--- src/rtl/decode_stage_if.sv ---
// Fetch-to-decode-to-execute pipeline bundle for the RV32I decode stage.
// master drives fetch data and downstream control; slave is the decode stage.
interface decode_stage_if;
  logic [31:0] i_pc;
  logic [31:0] i_instr;
  logic        i_ce;
  logic        i_stall;
  logic        i_flush;
  logic [4:0]  o_rs1_addr_comb;
  logic [4:0]  o_rs2_addr_comb;
  logic [31:0] o_pc;
  logic [4:0]  o_rs1_addr;
  logic [4:0]  o_rs2_addr;
  logic [4:0]  o_rd_addr;
  logic [31:0] o_imm;
  logic [2:0]  o_funct3;
  logic [3:0]  o_alu_op;
  logic [10:0] o_opcode;
  logic [3:0]  o_exception;
  logic        o_ce;
  logic        o_stall;
  logic        o_flush;

  modport master (
    output i_pc, i_instr, i_ce, i_stall, i_flush,
    input  o_rs1_addr_comb, o_rs2_addr_comb, o_pc, o_rs1_addr, o_rs2_addr, o_rd_addr,
           o_imm, o_funct3, o_alu_op, o_opcode, o_exception, o_ce, o_stall, o_flush
  );

  modport slave (
    input  i_pc, i_instr, i_ce, i_stall, i_flush,
    output o_rs1_addr_comb, o_rs2_addr_comb, o_pc, o_rs1_addr, o_rs2_addr, o_rd_addr,
           o_imm, o_funct3, o_alu_op, o_opcode, o_exception, o_ce, o_stall, o_flush
  );
endinterface

--- src/rtl/decode_stage.sv ---
// RV32I decode stage: registers register addresses, immediate, ALU op, one-hot
// opcode class and exception flags for execute; regfile read addresses are combinational.
module decode_stage #(
  parameter logic [31:0] PC_RESET = 32'h0
) (
  input logic             clk,
  input logic             rstn,
  decode_stage_if.slave   io_bus
);

  localparam logic [6:0] OpRtype  = 7'b0110011;
  localparam logic [6:0] OpItype  = 7'b0010011;
  localparam logic [6:0] OpLoad   = 7'b0000011;
  localparam logic [6:0] OpStore  = 7'b0100011;
  localparam logic [6:0] OpBranch = 7'b1100011;
  localparam logic [6:0] OpJal    = 7'b1101111;
  localparam logic [6:0] OpJalr   = 7'b1100111;
  localparam logic [6:0] OpLui    = 7'b0110111;
  localparam logic [6:0] OpAuipc  = 7'b0010111;
  localparam logic [6:0] OpSystem = 7'b1110011;
  localparam logic [6:0] OpFence  = 7'b0001111;

  localparam logic [3:0] AluAdd  = 4'd0;
  localparam logic [3:0] AluSub  = 4'd1;
  localparam logic [3:0] AluSlt  = 4'd2;
  localparam logic [3:0] AluSltu = 4'd3;
  localparam logic [3:0] AluXor  = 4'd4;
  localparam logic [3:0] AluOr   = 4'd5;
  localparam logic [3:0] AluAnd  = 4'd6;
  localparam logic [3:0] AluSll  = 4'd7;
  localparam logic [3:0] AluSrl  = 4'd8;
  localparam logic [3:0] AluSra  = 4'd9;
  localparam logic [3:0] AluEq   = 4'd10;
  localparam logic [3:0] AluNeq  = 4'd11;
  localparam logic [3:0] AluGe   = 4'd12;
  localparam logic [3:0] AluGeu  = 4'd13;
  localparam logic [3:0] AluLt   = 4'd14;
  localparam logic [3:0] AluLtu  = 4'd15;

  // sub_en distinguishes R-type (SUB allowed) from I-type (funct7 bits are immediate).
  function automatic logic [3:0] arith_op(input logic [2:0] f3, input logic alt,
                                          input logic sub_en);
    logic [3:0] op;
    case (f3)
      3'b000:  op = (alt && sub_en) ? AluSub : AluAdd;
      3'b001:  op = AluSll;
      3'b010:  op = AluSlt;
      3'b011:  op = AluSltu;
      3'b100:  op = AluXor;
      3'b101:  op = alt ? AluSra : AluSrl;
      3'b110:  op = AluOr;
      default: op = AluAnd;
    endcase
    return op;
  endfunction

  logic [31:0] w_instr;
  logic [6:0]  w_op;
  logic [2:0]  w_f3;
  logic [6:0]  w_f7;
  logic        w_stall;
  logic [31:0] w_imm_i, w_imm_s, w_imm_b, w_imm_u, w_imm_j, w_imm_sh;
  logic [31:0] w_imm;
  logic [3:0]  w_alu;
  logic [10:0] w_cls;
  logic [4:0]  w_rd;
  logic        w_ill, w_ecall, w_ebreak, w_mret;

  logic [31:0] r_pc;
  logic [4:0]  r_rs1, r_rs2, r_rd;
  logic [31:0] r_imm;
  logic [2:0]  r_f3;
  logic [3:0]  r_alu;
  logic [10:0] r_opc;
  logic [3:0]  r_exc;
  logic        r_ce;

  assign w_instr = io_bus.i_instr;
  assign w_op    = w_instr[6:0];
  assign w_f3    = w_instr[14:12];
  assign w_f7    = w_instr[31:25];
  assign w_stall = io_bus.i_stall;

  assign io_bus.o_rs1_addr_comb = w_instr[19:15];
  assign io_bus.o_rs2_addr_comb = w_instr[24:20];
  assign io_bus.o_stall         = w_stall;
  assign io_bus.o_flush         = io_bus.i_flush;

  assign w_imm_i  = {{20{w_instr[31]}}, w_instr[31:20]};
  assign w_imm_s  = {{20{w_instr[31]}}, w_instr[31:25], w_instr[11:7]};
  assign w_imm_b  = {{19{w_instr[31]}}, w_instr[31], w_instr[7], w_instr[30:25],
                     w_instr[11:8], 1'b0};
  assign w_imm_u  = {w_instr[31:12], 12'b0};
  assign w_imm_j  = {{11{w_instr[31]}}, w_instr[31], w_instr[19:12], w_instr[20],
                     w_instr[30:21], 1'b0};
  assign w_imm_sh = {27'b0, w_instr[24:20]};

  always_comb begin
    w_imm    = '0;
    w_alu    = AluAdd;
    w_cls    = '0;
    w_rd     = w_instr[11:7];
    w_ill    = 1'b0;
    w_ecall  = 1'b0;
    w_ebreak = 1'b0;
    w_mret   = 1'b0;
    case (w_op)
      OpRtype: begin
        w_cls[0] = 1'b1;
        w_ill    = !((w_f7 == 7'h00) ||
                     ((w_f7 == 7'h20) && ((w_f3 == 3'b000) || (w_f3 == 3'b101))));
        w_alu    = arith_op(w_f3, w_f7[5], 1'b1);
      end
      OpItype: begin
        w_cls[1] = 1'b1;
        w_alu    = arith_op(w_f3, w_f7[5], 1'b0);
        if (w_f3 == 3'b001) begin
          w_imm = w_imm_sh;
          w_ill = (w_f7 != 7'h00);
        end else if (w_f3 == 3'b101) begin
          w_imm = w_imm_sh;
          w_ill = !((w_f7 == 7'h00) || (w_f7 == 7'h20));
        end else begin
          w_imm = w_imm_i;
        end
      end
      OpLoad: begin
        w_cls[2] = 1'b1;
        w_imm    = w_imm_i;
        w_ill    = (w_f3 == 3'b011) || (w_f3 == 3'b110) || (w_f3 == 3'b111);
      end
      OpStore: begin
        w_cls[3] = 1'b1;
        w_imm    = w_imm_s;
        w_rd     = '0;
        w_ill    = (w_f3 > 3'b010);
      end
      OpBranch: begin
        w_cls[4] = 1'b1;
        w_imm    = w_imm_b;
        w_rd     = '0;
        case (w_f3)
          3'b000:  w_alu = AluEq;
          3'b001:  w_alu = AluNeq;
          3'b100:  w_alu = AluLt;
          3'b101:  w_alu = AluGe;
          3'b110:  w_alu = AluLtu;
          3'b111:  w_alu = AluGeu;
          default: w_ill = 1'b1;
        endcase
      end
      OpJal: begin
        w_cls[5] = 1'b1;
        w_imm    = w_imm_j;
      end
      OpJalr: begin
        w_cls[6] = 1'b1;
        w_imm    = w_imm_i;
        w_ill    = (w_f3 != 3'b000);
      end
      OpLui: begin
        w_cls[7] = 1'b1;
        w_imm    = w_imm_u;
      end
      OpAuipc: begin
        w_cls[8] = 1'b1;
        w_imm    = w_imm_u;
      end
      OpSystem: begin
        w_cls[9] = 1'b1;
        w_imm    = w_imm_i;
        // funct3 != 0 is a CSR access: legal, no trap.
        if (w_f3 == 3'b000) begin
          w_rd = '0;
          case (w_instr)
            32'h0000_0073: w_ecall  = 1'b1;
            32'h0010_0073: w_ebreak = 1'b1;
            32'h3020_0073: w_mret   = 1'b1;
            default:       w_ill    = 1'b1;
          endcase
        end
      end
      OpFence: begin
        w_cls[10] = 1'b1;
        w_rd      = '0;
      end
      default: w_ill = 1'b1;
    endcase
    if (w_ill) begin
      w_cls = '0;
      w_rd  = '0;
      w_alu = AluAdd;
    end
  end

  always_ff @(posedge clk or negedge rstn) begin
    if (!rstn) begin
      r_pc  <= PC_RESET;
      r_rs1 <= '0;
      r_rs2 <= '0;
      r_rd  <= '0;
      r_imm <= '0;
      r_f3  <= '0;
      r_alu <= '0;
      r_opc <= '0;
      r_exc <= '0;
      r_ce  <= 1'b0;
    end else begin
      // Stall beats flush: o_ce and the decoded fields both hold.
      if (!w_stall) begin
        r_ce <= io_bus.i_flush ? 1'b0 : io_bus.i_ce;
      end
      if (io_bus.i_ce && !w_stall) begin
        r_pc  <= io_bus.i_pc;
        r_rs1 <= w_instr[19:15];
        r_rs2 <= w_instr[24:20];
        r_rd  <= w_rd;
        r_imm <= w_imm;
        r_f3  <= w_f3;
        r_alu <= w_alu;
        r_opc <= w_cls;
        r_exc <= {w_mret, w_ebreak, w_ecall, w_ill};
      end
    end
  end

  assign io_bus.o_pc        = r_pc;
  assign io_bus.o_rs1_addr  = r_rs1;
  assign io_bus.o_rs2_addr  = r_rs2;
  assign io_bus.o_rd_addr   = r_rd;
  assign io_bus.o_imm       = r_imm;
  assign io_bus.o_funct3    = r_f3;
  assign io_bus.o_alu_op    = r_alu;
  assign io_bus.o_opcode    = r_opc;
  assign io_bus.o_exception = r_exc;
  assign io_bus.o_ce        = r_ce;

endmodule

--- src/flat_wrapper.sv ---
// flat-port wrapper written by rule: the top's interface ports become plain ports
module decode_stage_flat 
#(
  parameter logic [31:0] PC_RESET = 32'h0
)
  (clk, rstn, io_bus_i_pc, io_bus_i_instr, io_bus_i_ce, io_bus_i_stall, io_bus_i_flush, io_bus_o_rs1_addr_comb, io_bus_o_rs2_addr_comb, io_bus_o_pc, io_bus_o_rs1_addr, io_bus_o_rs2_addr, io_bus_o_rd_addr, io_bus_o_imm, io_bus_o_funct3, io_bus_o_alu_op, io_bus_o_opcode, io_bus_o_exception, io_bus_o_ce, io_bus_o_stall, io_bus_o_flush);
  decode_stage_if io_bus_i ();
  input logic clk;
  input logic rstn;
  input wire logic [$bits(io_bus_i.i_pc)-1:0] io_bus_i_pc;
  input wire logic [$bits(io_bus_i.i_instr)-1:0] io_bus_i_instr;
  input wire logic [$bits(io_bus_i.i_ce)-1:0] io_bus_i_ce;
  input wire logic [$bits(io_bus_i.i_stall)-1:0] io_bus_i_stall;
  input wire logic [$bits(io_bus_i.i_flush)-1:0] io_bus_i_flush;
  output wire logic [$bits(io_bus_i.o_rs1_addr_comb)-1:0] io_bus_o_rs1_addr_comb;
  output wire logic [$bits(io_bus_i.o_rs2_addr_comb)-1:0] io_bus_o_rs2_addr_comb;
  output wire logic [$bits(io_bus_i.o_pc)-1:0] io_bus_o_pc;
  output wire logic [$bits(io_bus_i.o_rs1_addr)-1:0] io_bus_o_rs1_addr;
  output wire logic [$bits(io_bus_i.o_rs2_addr)-1:0] io_bus_o_rs2_addr;
  output wire logic [$bits(io_bus_i.o_rd_addr)-1:0] io_bus_o_rd_addr;
  output wire logic [$bits(io_bus_i.o_imm)-1:0] io_bus_o_imm;
  output wire logic [$bits(io_bus_i.o_funct3)-1:0] io_bus_o_funct3;
  output wire logic [$bits(io_bus_i.o_alu_op)-1:0] io_bus_o_alu_op;
  output wire logic [$bits(io_bus_i.o_opcode)-1:0] io_bus_o_opcode;
  output wire logic [$bits(io_bus_i.o_exception)-1:0] io_bus_o_exception;
  output wire logic [$bits(io_bus_i.o_ce)-1:0] io_bus_o_ce;
  output wire logic [$bits(io_bus_i.o_stall)-1:0] io_bus_o_stall;
  output wire logic [$bits(io_bus_i.o_flush)-1:0] io_bus_o_flush;
  assign io_bus_i.i_pc = io_bus_i_pc;
  assign io_bus_i.i_instr = io_bus_i_instr;
  assign io_bus_i.i_ce = io_bus_i_ce;
  assign io_bus_i.i_stall = io_bus_i_stall;
  assign io_bus_i.i_flush = io_bus_i_flush;
  assign io_bus_o_rs1_addr_comb = io_bus_i.o_rs1_addr_comb;
  assign io_bus_o_rs2_addr_comb = io_bus_i.o_rs2_addr_comb;
  assign io_bus_o_pc = io_bus_i.o_pc;
  assign io_bus_o_rs1_addr = io_bus_i.o_rs1_addr;
  assign io_bus_o_rs2_addr = io_bus_i.o_rs2_addr;
  assign io_bus_o_rd_addr = io_bus_i.o_rd_addr;
  assign io_bus_o_imm = io_bus_i.o_imm;
  assign io_bus_o_funct3 = io_bus_i.o_funct3;
  assign io_bus_o_alu_op = io_bus_i.o_alu_op;
  assign io_bus_o_opcode = io_bus_i.o_opcode;
  assign io_bus_o_exception = io_bus_i.o_exception;
  assign io_bus_o_ce = io_bus_i.o_ce;
  assign io_bus_o_stall = io_bus_i.o_stall;
  assign io_bus_o_flush = io_bus_i.o_flush;
  decode_stage #(.PC_RESET(PC_RESET)) u_core (.clk(clk), .rstn(rstn), .io_bus(io_bus_i));
endmodule
--- config.mk ---
export PLATFORM = sky130hd
export DESIGN_NAME = decode_stage_flat
export DESIGN_NICKNAME = d
export VERILOG_FILES = /design/src/rtl/decode_stage_if.sv /design/src/rtl/decode_stage.sv /design/src/flat_wrapper.sv
export SDC_FILE = /design/constraint.sdc
export NUM_CORES = 1
export LEC_CHECK = 0
export ABC_CLOCK_PERIOD_IN_PS = 1080
export CORE_MARGIN = 2
export CORE_UTILIZATION = 44
export CTS_CLUSTER_DIAMETER = 100
export DETAILED_ROUTE_END_ITERATION = 8
export PLACE_DENSITY = 0.8
export SYNTH_ARGS = -nofsm -noshare
export SYNTH_HDL_FRONTEND = slang
export SYNTH_SLANG_ARGS = --single-unit
export TNS_END_PERCENT = 30
--- constraint.sdc ---
create_clock -name clk -period 1.08 [get_ports clk]
set_clock_uncertainty 0.15 [all_clocks]
set_input_delay 0.162 -clock clk [delete_from_list [all_inputs] [get_ports clk]]
set_output_delay 0.162 -clock clk [all_outputs]
set_load 0.01 [all_outputs]
Word level (Yosys, flattened, before mapping)
Cells that the tools add are included.
{"block": "totals", "inputBits": 69, "register_bits": 102}
{"block": "op_classes", "magnitude_cmp": 1, "n_mux": 41, "eq_ne": 22, "reduce_logical": 20}
{"op": "one-hot mux 32 bit (6 select lines)", "n": 1}
{"op": "2-to-1 mux 32 bit", "n": 2}
{"op": "one-hot mux 4 bit (7 select lines)", "n": 2}
{"op": "equality test 32 x 21 -> 1 bit (second input constant)", "n": 1}
{"op": "equality test 32 x 30 -> 1 bit (second input constant)", "n": 1}
{"op": "equality test 32 x 7 -> 1 bit (second input constant)", "n": 1}
{"op": "equality test 7 x 6 -> 1 bit (second input constant)", "n": 4}
{"op": "equality test 7 bit (second input constant)", "n": 4}
{"op": "2-to-1 mux 1 bit", "n": 28}
{"op": "one-hot mux 4 bit (6 select lines)", "n": 1}
{"op": "equality test 7 x 5 -> 1 bit (second input constant)", "n": 2}
{"op": "equality test 3 bit (second input constant)", "n": 4}
{"op": "one-hot mux 4 bit (3 select lines)", "n": 1}
{"op": "2-to-1 mux 11 bit", "n": 1}
{"op": "2-to-1 mux 5 bit", "n": 2}
{"op": "one-hot mux 5 bit (2 select lines)", "n": 1}
{"op": "OR reduction 3 bit", "n": 3}
{"op": "one-hot mux 1 bit (8 select lines)", "n": 1}
{"op": "equality test 7 x 2 -> 1 bit (second input constant)", "n": 1}
{"op": "equality test 7 x 4 -> 1 bit (second input constant)", "n": 1}
{"op": "logical NOT 7 bit", "n": 1}
{"op": "nonzero test 7 bit", "n": 1}
{"op": "equality test 3 x 2 -> 1 bit (second input constant)", "n": 2}
{"op": "OR reduction 6 bit", "n": 1}
{"op": "other kinds (10)", "n": 17}

Logic depth before layout (Yosys ltp)
Gate-level depths: netlist of the first run.
{"block": "logic_depth", "depth_word": 7, "depth_mapped": 8}

Worst setup path before layout of the first run
OpenSTA, ideal clock, no wires.
{"block": "synth_path", "kind": "input to register", "startpoint": "input io_bus_i_instr[3]", "endpoint": "register u_core.r_alu[2] (netlist: u_core.io_bus.o_alu_op[2])", "setup_ps": 126, "arrival_ps": 1603, "required_time_ps": 804, "stages": 7, "path_slack_ps": -799, "path_buffers": 2, "path_cell_list": "buf_6 -> or3b_4 -> or4_1 -> o22a_1 -> o2111ai_4 -> buf_8 -> o21ai_0"}
{"block": "synth_between", "elab_chain_len": 6}
{"element": "start: declaration", "line_no": "flat_wrapper.sv:11", "rtl": "input wire logic [$bits(io_bus_i.i_instr)-1:0] io_bus_i_instr;"}
{"element": "equality test 32 x 30 -> 1 bit (tied with other cells)", "line_no": "decode_stage.sv:175", "rtl": "case (w_instr)"}
{"element": "OR reduction 3 bit (no source line)"}
{"element": "2-to-1 mux 1 bit", "line_no": "decode_stage.sv:175"}
{"element": "2-to-1 mux 1 bit", "line_no": "decode_stage.sv:173", "rtl": "if (w_f3 == 3'b000) begin"}
{"element": "one-hot mux 1 bit (8 select lines)", "line_no": "decode_stage.sv:107", "rtl": "case (w_op)"}
{"element": "2-to-1 mux 4 bit (*)", "line_no": "decode_stage.sv:189", "rtl": "if (w_ill) begin"}
{"element": "end signal: assignment", "line_no": "decode_stage.sv:220", "rtl": "r_alu <= w_alu;"}
{"element": "end: declaration", "line_no": "decode_stage.sv:73", "rtl": "logic [3:0] r_alu;"}
Every way passes the cells marked *; elsewhere a longest branch is shown, timed or not.
A chain may end at the register's enable or synchronous reset.

Worst setup path in the final report of the first run
{"block": "layout_path", "startpoint": "input io_bus_i_instr[3]", "endpoint": "register u_core.r_alu[3] (netlist: u_core.io_bus.o_alu_op[3])"}
Same word-level chain as after synthesis.

==> metrics.cfg, run 1 <==
[timing]
rsz0062_at_grt = yes
final_max_slew_viol_count = 0
hold_viol = 0
maxSlewHeadroom = 0.7202
fin_crit_ns = 1.560
timing.final.crit_share = 1.444
fmax_mhz = 641.1
worst_pin_slew_ns = 0.4139
fin_ws_ns = -0.4798
setup_viol = 156

[synth]
ys_seq_area_frac = 0.5398
netlist_area_mm2 = 0.004728
yosys.area.top_type = dfrtp_1
synth_ff_type = dfrtp_1
synthArstFlopShare = 1.000
synth_nets = 601
synth_edf_count = 0
synth.avg_cell_area_um2 = 8.888
ys_top_cells_by_area = dfrtp_1, nand2_1, o21ai_0
yosysWarnings = 0
syn_inst = 532
yosys.area.top_type_share = 0.5398
synthDistinctLibCells = 56
synth_seq_cells = 102

[cts]
htreeDepth = 3
cts_buffers = 9
cts_tree = done
clkTransAtPathRegs_ns = 0.10
root_buffer = clkbuf_8
clockBufferDepth = 2
cts_num_sinks = 102
clk_latency_ns = 0.37

[grt]
grt_pass1_wl_mm = 27.38
grt_antenna_before_repair = 0
grtUsageMet1 = 0.4014
busiest_layer = met2
use_met2 = 0.5350
overflow = 0
grt_pass1_vias = 5150
track_usage = 0.3085
grt_max_degree = 36
use_met3 = 0.05145

[floorplan]
dieArea_mm2 = 0.01159
boundaryPins = 183
die_h_um = 107.7
start_util = 0.4560
die_w_um = 107.7
core-area_mm2 = 0.01037
rows = 37

[routing]
post_drt_wl_per_cell_um = 18.53
routed_wl_mm = 18.27
vias = 5254
drt_pre_antenna_iters = 4
drc = 0
viasPerCell = 5.329
ant_nets = 0
drt_iter0_drc = 338

[run_status]
status = complete, but fails checks
violations = negative setup slack

[final_layout]
nFillCells = 685
area_growth_pct = 73.64
drive_gt1_frac = 0.4459
final_cells = 986
antennaDiodeCount = 0
num-nets-final = 915
mostFrequentLayoutCell = nand2_1
final_cell_mix = nand2_1, buf_4, dfrtp_1, clkbuf_2, buf_6

[worst_setup_path]
end_kind = register
worstPathMaxFanout = 5
start_kind = input port
required_ns = 1.20
cp.arrival_ns = 1.68
critical_path_class = in -> reg

[job]
max_cap_violations = 0

[placement]
dp_hpwl_mm = 12.42
gp_congestion = 0.8932
placement.io_buffers = 182
dp_cells = 915

[pwr]
power_density_mw_per_mm2 = 1091
power.total_mw = 8.957
peakVddDrop_uv = 912.0
power_leakage_nw = 4.166

[min_path]
min_path_type = in -> reg

## synth_stat cells (7+ instances only)
library cell	instances
a21oi_1	8
nand2_1	202
clkbuf_1	27
buf_4	13
o31ai_1	12
nor2_1	23
dfrtp_1	102
o21ai_0	32
a2bb2oi_1	8
nor2b_1	7
a31oi_1	12
nand3_1	9
## power by group
group	switching [mW]	internal, mW	leakage [nW]	total [mW]
registers	0.161	4.09	1.32	4.25
logic	1.12	1.11	2.74	2.23
clock network	1.34	1.13	0.103	2.47
## stage by stage
| stage | TNS (ns) | hold slack [ns] | area, um^2 | utilization | setup slack, ns |
|---|---|---|---|---|---|
| 5_1_grt | -35.81 | 0.01810 | 8210 | 0.7917 | -0.5500 |
| 3_5_place_dp | -112.40 | -0.1163 | 7458 | 0.7192 | -1.457 |
| 4_1_cts | -63.65 | 0.002270 | 8202 | 0.7909 | -0.6182 |
| 3_3_place_gp | -109.01 | -0.1172 | 7458 | 0.7192 | -1.313 |
| 2_1_floorplan | -36.78 | -0.2836 | 4772 | - | -0.7830 |
| 6_report | -31.01 | 0.01571 | 8210 | 0.7917 | -0.4798 |
## worst paths after layout
| path | from | endpoint | slack, ns | depth (start not counted) |
|---|---|---|---|---|
| max in group asynchronous | rstn | u_core.io_bus.o_pc[30] | 0.30 | 3 |
| min | io_bus_i_instr[22] | u_core.io_bus.o_rs2_addr[2] | 0.02 | 4 |
| min reg2reg | u_core.io_bus.o_pc[13] | u_core.io_bus.o_pc[13] | 0.33 | 2 |
| max | io_bus_i_instr[3] | u_core.io_bus.o_alu_op[3] | -0.48 | 7 |
| min in group asynchronous | rstn | u_core.io_bus.o_pc[15] | 0.03 | 2 |
| max reg2reg | u_core.io_bus.o_imm[8] | u_core.io_bus.o_imm[8] | -0.09 | 3 |
## logic make-up (layout without fill, tap and decap cells)
logic type	after synthesis	after routing	synth area share
buffers and inverters	48	365	0.05319
AND/OR/NAND/NOR	276	277	0.2477
flip-flops	102	102	0.5398
AO/OA/AOI/OAI	105	105	0.1575
XOR/XNOR	1	1	0.001853
## state kept, by name, summed over array words and instances, names as in the netlist
| name | flops |
|---|---|
| u_core.io_bus.o_pc | 32 |
| u_core.io_bus.o_rd_addr | 5 |
| u_core.io_bus.o_imm | 32 |
| u_core.io_bus.o_rs1_addr | 5 |
| u_core.io_bus.o_ce | 1 |
| u_core.io_bus.o_funct3 | 3 |
| u_core.io_bus.o_opcode | 11 |
| u_core.io_bus.o_alu_op | 4 |
| u_core.io_bus.o_rs2_addr | 5 |
| u_core.io_bus.o_exception | 4 |
## timing repair
item / CTS / global route
pin swaps: 43 / 24
endpoints found under the setup margin: 215 / 195
hold endpoints to repair: 109 / 2
gates resized for setup: 348 / 209
hold buffers: 8 / 2
setup buffers: 13 / 27
gates cloned: 6 / 0
## routing by layer
layer / vias to the layer above / wire length, um / share of wire
met5: - / 0 / 0
met4: 0 / 386 / 0.021
met3: 31 / 1041 / 0.057
met2: 177 / 9282 / 0.51
met1: 2606 / 7558 / 0.41
li1: 2440 / - / -
## final cells by class
class,instances,area [um^2],share of cell area
clock buffers,10,137.6,0.01676
repair buffers,347,2860,0.3484
inverters,3,11.26,0.001372
clock inverters,5,57.56,0.007010
multi-input cells,383,2421,0.2949
well taps,136,170.2,0.02073
flip-flops and latches,102,2552,0.3109
## worst max-delay path: stages
cell	delay, ns
buf_6	0.10
or3b_4	0.39
or4_4	0.42
o22a_1	0.24
o2111ai_4	0.10
buf_6	0.19
o31ai_2	0.08
(Power assumes the default switching activity.)
==> inputs of run 2 (changes only) <==
SLEW_MARGIN = 10   (was not set)
==> results of run 2 <==
The final DEF is identical to that of run 1; final timing and power are the same.
